[src/rtl/timer_pkg.sv]
// ============================================================================
//  Module      : timer_pkg
//  Description : Shared types and constants for the timer_dev countdown
//                timer. Holds the FSM state encoding, register offsets,
//                CTRL field positions, MODE encodings and the byte-lane
//                merge helper used by byte-enabled writes.
//  Revision    : 1.0 - initial release
// ============================================================================
`default_nettype none

package timer_pkg;

  // Timer state machine encoding
  typedef enum logic [1:0] {
    ST_IDLE = 2'd0,
    ST_LOAD = 2'd1,
    ST_CNT  = 2'd2,
    ST_INT  = 2'd3
  } st_t;

  // Register word offsets (addr[3:2])
  localparam logic [1:0] OFF_CTRL   = 2'd0;
  localparam logic [1:0] OFF_PRESET = 2'd1;
  localparam logic [1:0] OFF_COUNT  = 2'd2;

  // CTRL field layout; only the low CTRL_W bits are stored
  localparam int CTRL_W       = 4;
  localparam int CTRL_EN      = 0;
  localparam int CTRL_MODE_LO = 1;
  localparam int CTRL_MODE_HI = 2;
  localparam int CTRL_IM      = 3;

  // MODE encodings; 2 and 3 are treated as one-shot
  localparam logic [1:0] MODE_ONESHOT = 2'd0;
  localparam logic [1:0] MODE_AUTO    = 2'd1;

  // Replace each byte of old_val whose enable bit is set with the byte of new_val
  function automatic logic [31:0] be_merge(
    input logic [31:0] old_val,
    input logic [31:0] new_val,
    input logic [3:0]  be
  );
    logic [31:0] merged;
    merged = old_val;
    for (int i = 0; i < 4; i++) begin
      if (be[i]) begin
        merged[8*i +: 8] = new_val[8*i +: 8];
      end
    end
    return merged;
  endfunction

endpackage : timer_pkg

`default_nettype wire

[src/rtl/timer_dev.sv]
// ============================================================================
//  Module      : timer_dev
//  Description : Memory-mapped countdown timer behind the processor bridge.
//                Registers CTRL / PRESET / COUNT, a four-state countdown FSM
//                and an interrupt request (irq = IM & PEND).
//                Optional build macro TIMER_BYTE_WRITE_EN: when defined,
//                CTRL and PRESET honour per-byte write enables; otherwise
//                any write replaces the full word.
//  Revision    : 1.0 - initial release
// ============================================================================
`default_nettype none

module timer_dev
  import timer_pkg::*;
#(
  parameter int PRESET_W = 32
) (
  input  logic        clk,
  input  logic        reset,
  input  logic [1:0]  addr,
  input  logic        we,
  input  logic [3:0]  be,
  input  logic [31:0] wdata,
  output logic [31:0] rdata,
  output logic        irq
);

  localparam logic [PRESET_W-1:0] c_one = PRESET_W'(1);

  st_t                 st_q, st_d;
  logic [CTRL_W-1:0]   ctrl_q, ctrl_d;
  logic [PRESET_W-1:0] preset_q, preset_d;
  logic [PRESET_W-1:0] count_q, count_d;
  logic                pend_q, pend_d;

  logic        w_wr_ctrl;
  logic        w_wr_preset;
  logic [3:0]  w_be;
  logic        w_en;
  logic        w_auto;
  logic [CTRL_W-1:0]   w_ctrl_new;
  logic [PRESET_W-1:0] w_preset_new;

  assign w_wr_ctrl   = we && (addr == OFF_CTRL);
  assign w_wr_preset = we && (addr == OFF_PRESET);
  assign w_en        = ctrl_q[CTRL_EN];
  assign w_auto      = (ctrl_q[CTRL_MODE_HI:CTRL_MODE_LO] == MODE_AUTO);

`ifdef TIMER_BYTE_WRITE_EN
  assign w_be = be;
`else
  // Every lane enabled: any write replaces the whole register
  assign w_be = be | 4'hF;
`endif

  // Post-write register images after byte-lane merging
  assign w_ctrl_new   = CTRL_W'(be_merge(32'(ctrl_q), wdata, w_be));
  assign w_preset_new = PRESET_W'(be_merge(32'(preset_q), wdata, w_be));

  // Next-state logic: FSM update first, then CPU writes override it
  always_comb begin
    st_d     = st_q;
    ctrl_d   = ctrl_q;
    preset_d = preset_q;
    count_d  = count_q;
    pend_d   = pend_q;

    // Auto-reload PEND lives for exactly one cycle
    if (pend_q && w_auto) begin
      pend_d = 1'b0;
    end

    case (st_q)
      ST_IDLE: begin
        if (w_en) begin
          st_d = ST_LOAD;
        end
      end
      ST_LOAD: begin
        count_d = preset_q;
        st_d    = ST_CNT;
      end
      ST_CNT: begin
        if (!w_en) begin
          st_d = ST_IDLE;
        end else if (count_q > c_one) begin
          count_d = count_q - c_one;
        end else begin
          // Saturate at zero rather than wrapping
          count_d = '0;
          st_d    = ST_INT;
        end
      end
      ST_INT: begin
        if (w_auto) begin
          st_d = ST_LOAD;
        end else begin
          ctrl_d[CTRL_EN] = 1'b0;
          st_d            = ST_IDLE;
        end
      end
      default: st_d = ST_IDLE;
    endcase

    // Any write to CTRL or PRESET acknowledges the interrupt, even with be=0
    if (w_wr_ctrl || w_wr_preset) begin
      pend_d = 1'b0;
    end

    // Entering-INT set beats a same-cycle acknowledge
    if (st_q == ST_INT) begin
      pend_d = 1'b1;
    end

    if (w_wr_ctrl) begin
      ctrl_d = w_ctrl_new;
      if (!w_ctrl_new[CTRL_EN]) begin
        st_d = ST_IDLE;
      end
    end

    // COUNT only picks up a new PRESET at the next LOAD
    if (w_wr_preset) begin
      preset_d = w_preset_new;
    end
  end

  // State and register flops, asynchronously cleared by active-low reset
  always_ff @(posedge clk or negedge reset) begin
    if (!reset) begin
      st_q     <= ST_IDLE;
      ctrl_q   <= '0;
      preset_q <= '0;
      count_q  <= '0;
      pend_q   <= 1'b0;
    end else begin
      st_q     <= st_d;
      ctrl_q   <= ctrl_d;
      preset_q <= preset_d;
      count_q  <= count_d;
      pend_q   <= pend_d;
    end
  end

  // Zero-latency read mux; unused upper bits and the reserved offset read 0
  always_comb begin
    rdata = '0;
    case (addr)
      OFF_CTRL:   rdata = 32'(ctrl_q);
      OFF_PRESET: rdata = 32'(preset_q);
      OFF_COUNT:  rdata = 32'(count_q);
      default:    rdata = '0;
    endcase
  end

  assign irq = ctrl_q[CTRL_IM] & pend_q;

endmodule : timer_dev

`default_nettype wire

[config.mk]
export PLATFORM = sky130hd
export DESIGN_NAME = timer_dev
export DESIGN_NICKNAME = d
export VERILOG_FILES = /design/src/rtl/timer_pkg.sv /design/src/rtl/timer_dev.sv
export SDC_FILE = /design/constraint.sdc
export NUM_CORES = 1
export LEC_CHECK = 0
export ABC_CLOCK_PERIOD_IN_PS = 3900
export CAP_MARGIN = 10
export CORE_ASPECT_RATIO = 0.5
export CORE_MARGIN = 1
export CORE_UTILIZATION = 50
export CTS_CLUSTER_DIAMETER = 30
export CTS_CLUSTER_SIZE = 8
export DETAILED_ROUTE_END_ITERATION = 6
export MAX_ROUTING_LAYER = met4
export PLACE_DENSITY = 0.8
export SYNTH_ARGS = -nofsm -noshare
export SYNTH_HDL_FRONTEND = slang
export SYNTH_SLANG_ARGS = --single-unit
export TNS_END_PERCENT = 10
[constraint.sdc]
create_clock -name clk -period 3.9 [get_ports clk]
set_input_delay 0.975 -clock clk [delete_from_list [all_inputs] [get_ports clk]]
set_output_delay 0.975 -clock clk [all_outputs]
set_load 0.02 [all_outputs]
==> results by stage <==
Worst setup path:
- Walking the worst path, the cells encountered are clkdlybuf4s50_1 > nor2b_2 > buf_12 > a22o_1 > clkdlybuf4s50_1.
- The cell type group with the largest total delay on the critical path is buffers and inverters.
- For this design, the slowest cell found on the critical path is clkdlybuf4s50_1.
- The cell that appears most often on the critical path is clkdlybuf4s50_1.
- The largest stage delay on the critical path is 610 ps.
- The endpoint arrival time on the critical path is 2830 ps.
- The category of the most critical setup path is in -> out.
- The flop-to-flop setup slack is 1200 ps.
- The number of buffers and inverters on the critical path is 3.
- The highest fanout seen on the critical path is 28.
- For the worst setup path, the data required time is 2920 ps.
- The category of the worst setup path launch point is a primary input.
- The worst setup path is captured at a primary output.

Placement:
- The final estimated routing congestion in global placement is 0.899.
- The total half-perimeter wirelength after legalization and detailed placement is 6840 um.
- Prior to clock tree synthesis, the placed netlist has a worst setup slack of 105 ps.
- The number of I/O port buffers is 69.

STA:
- Setup repair after global routing left no endpoint under its margin.
- The clock arrives with 5.26 ps of skew.
- Setup violations remaining at the end of the flow were counted as 0.
- Headroom to the max-slew limit came out at 37.7%.
- For this run, the top clock speed supported by timing is 0.263 GHz.
- For the pin with the worst max-slew slack, the measured transition is 935 ps.
- The final hold violation count is 0.
- The final setup slack of the worst path is 100 ps.
- The count of final max-slew check failures is 0.
- In the final timing run, aggregate negative setup slack is 0 ps.
- The final critical delay including setup and external delays is 3800 ps.
- The post-route fraction of the period consumed by the critical path is 97.4%.

Floorplan:
- The total I/O pin count is 74.
- The initial core utilization is 53.1%.
- After floorplanning, the core was divided into 22 placement rows.
- The area of the die is 8400 um2.
- The total area inside the core boundary comes to 7540 um2.
- The height of the die is 65.3 um.
- The width of the die is 129 um.

Finish:
- The number of diodes is 0.
- The ratio of cells with drive above 1 in the final layout is 15.5%.
- The number of fillers in the final layout is 625.
- Relative to the synthesized area, the layout overhead comes to 26.4%.
- The net count of the finished layout is 510.

Logic synthesis:
- When the netlist entered floorplanning its net count stood at 448.
- Yosys attributes the largest share of cell area to dfrtp_1 (44%), mux2_2 (9.8%), a22o_1 (7.9%), o21ai_0 (4.1%), nand2_1 (3.0%).
- The unique cell type count in the Yosys netlist is 54.
- The commonest cells after synthesis are dfrtp_1 (71), a22o_1 (36), mux2_2 (35).
- The biggest area consumer among synthesized cells is dfrtp_1.
- Of the post-synthesis cell area, the part taken by muxes is 10.8%.
- Summing the areas of all xor and xnor instances in the mapped netlist gives 0% of the synthesized area.
- The most common cell in the synthesized netlist is dfrtp_1.
- The number of flops mapped to enable cells by yosys is 0.
- The most used flip-flop cell after synthesis is dfrtp_1.
- The post-synthesis share of cell area spent on full adders, half adders and majority gates is 0.624%.
- The largest family of logic cells by synthesized area is compound AO/OA/AOI/OAI gates.
- The number of synthesized register bits is 71.
- Synthesis produced 405 cells.
- After synthesis the cells add up to 4010 um2.
- The post-synthesis average cell area is 9.90 um2.
- The number of warnings issued by yosys is 0.
- Of all flip-flops after synthesis, the portion carrying an async set or reset was 100%.
- The simple-gate portion of the synthesized area is 18.8%.
- The top cell type by area accounts for 44.3% of the synthesized area.
- The proportion of synthesized chip area in sequential cells is 44.3%.
- The post-synthesis compound-gate area fraction is 21.5%.

Routing:
- In this run, the number of DRC markers left after iteration 0 of detailed routing was 281.
- The remaining number of nets flagged by the antenna check after routing is 0.
- The post-route DRC violation count is 0.
- In the routed layout, each cell is associated on average with a via count of 6.25.
- The overall routed net length is 10000 um.
- The first TritonRoute pass finished after 5 iterations.
- The routed via count is 3,627.
- In the final routed layout, each cell accounts on average for 17.2 um.

Clock network:
- The root buffer cell is clkbuf_16.
- The H-tree generated during clock tree synthesis spans 3 levels.
- The number of buffers inserted during clock tree synthesis is 9.
- TritonCTS built the clock tree.
- The sink count of the clock tree is 71.
- The number of hold buffers added after CTS was 0.
- The count of buffers added by post-CTS timing repair for setup is 0.
- The maximum buffer depth of the clock tree is 2.
- The clock reaches the later pin of the worst-skew pair after 340 ps.
- After clock tree synthesis, the clock-pin slew on the worst setup and hold paths is 50 ps.
- Post-CTS repair changed the size of 0 cells.

Global route:
- The number of antenna violations at the first check in global routing came to 0.
- The number of global-route vias before repair is 3,380.
- The overall fraction of global-route tracks in use is 26.8%.
- The final global-route overflow total is 0.
- The wire length of the first global-routing pass is 16,500 um.
- Entering global routing, the biggest net connects 37 pins.

Status:
- The run finished with clean final reports.

Power:
- The total power is 0.00334 W.
- The worst voltage drop across the vdd grid is 297 uV.
- Dividing total power by cell area gives a power density of 660 nW/um2.
- The static leakage is 2.05 nW.

Min path:
- The min-delay analysis places its worst path in the category reg -> reg.

Flow run:
- The total of max-cap violations is 0.
-- cells by family after synthesis --
group,count (synthesis)
AND/OR/NAND/NOR,138
AO/OA/AOI/OAI,119
flip-flops,71
multiplexers,39
buffers and inverters,36
adder cells (fa/ha/maj),2
-- layer usage --
metal	global-route usage, %	vias to the layer above	share of wire (%)
met3	8.55	19	8.3
met1	36.1	1767	47
met2	38.4	171	43
met4	8.68	0	1.8
li1	-	1670	-
met5	-	-	0
-- power breakdown --
group          internal, W  switching (W)
Clock             0.000424       0.000293
Sequential        0.000982       0.000330
Combinational     0.000609       0.000704
-- tightest hold or removal path: cells and delay by family, from the launching register on --
kind,cells,cell delay (ps)
and+or+nand+nor,2,120
DFF,1,360
-- cell type report --
class                      count  area (um2)  area share [%]
clock buffer                  11         233            4.60
clock inverter                 5        25.0           0.494
inverter                       8        30.0           0.593
multi-input combinational    298        2080            41.0
sequential                    71        1780            35.1
tap                          108         135            2.67
timing repair buffer          79         786            15.5
-- stage by stage --
| stage | hold WS (ps) | std cells | util, % | area, um2 |
|---|---|---|---|---|
| after global routing | 535 | 580 | 67.1 | 5060 |
| after detailed placement | 501 | 564 | 63.7 | 4810 |
| final | 518 | 580 | 67.1 | 5060 |
| after floorplan | 466 | 405 | - | 4010 |
| after global placement | 498 | 564 | 63.7 | 4810 |
| after CTS | 513 | 580 | 67.1 | 5060 |
-- cells in the final DEF, fill, tap and decap left out, types with 7 or more instances in the layout --
master           Yosys  routed
or3_1                8       8
nor2_1              25      25
nor3_1              18      18
nand3_1              9       9
a21oi_1             11      11
inv_1                8       8
clkdlybuf4s50_1      0      68
o21ai_0             33      33
a22o_1              36      36
mux2_2              35      35
nor4_1               9       9
buf_4                1       8
a22oi_1              7       7
dfrtp_1             71      71
a221o_1              9       9
clkbuf_16            0       9
nand2_1             32      32
-- path summary, 6_finish.rpt --
path | cells after the start | endpoint | from
worst min-delay path | 2 | count_q[31] | preset_q[31]
worst min register to register | 2 | count_q[31] | preset_q[31]
min in group asynchronous | 1 | preset_q[1] | reset
worst max-delay path | 5 | rdata[15] | addr[0]
max in group asynchronous | 2 | count_q[11] | reset
worst max register to register | 6 | count_q[29] | count_q[18]
-- state kept, by name, indices dropped and copies added, names as in the netlist --
name and flops:
count_q 32, preset_q 32, pend_q 1, ctrl_q 4, st_q 2
(Power assumes the default switching activity.)
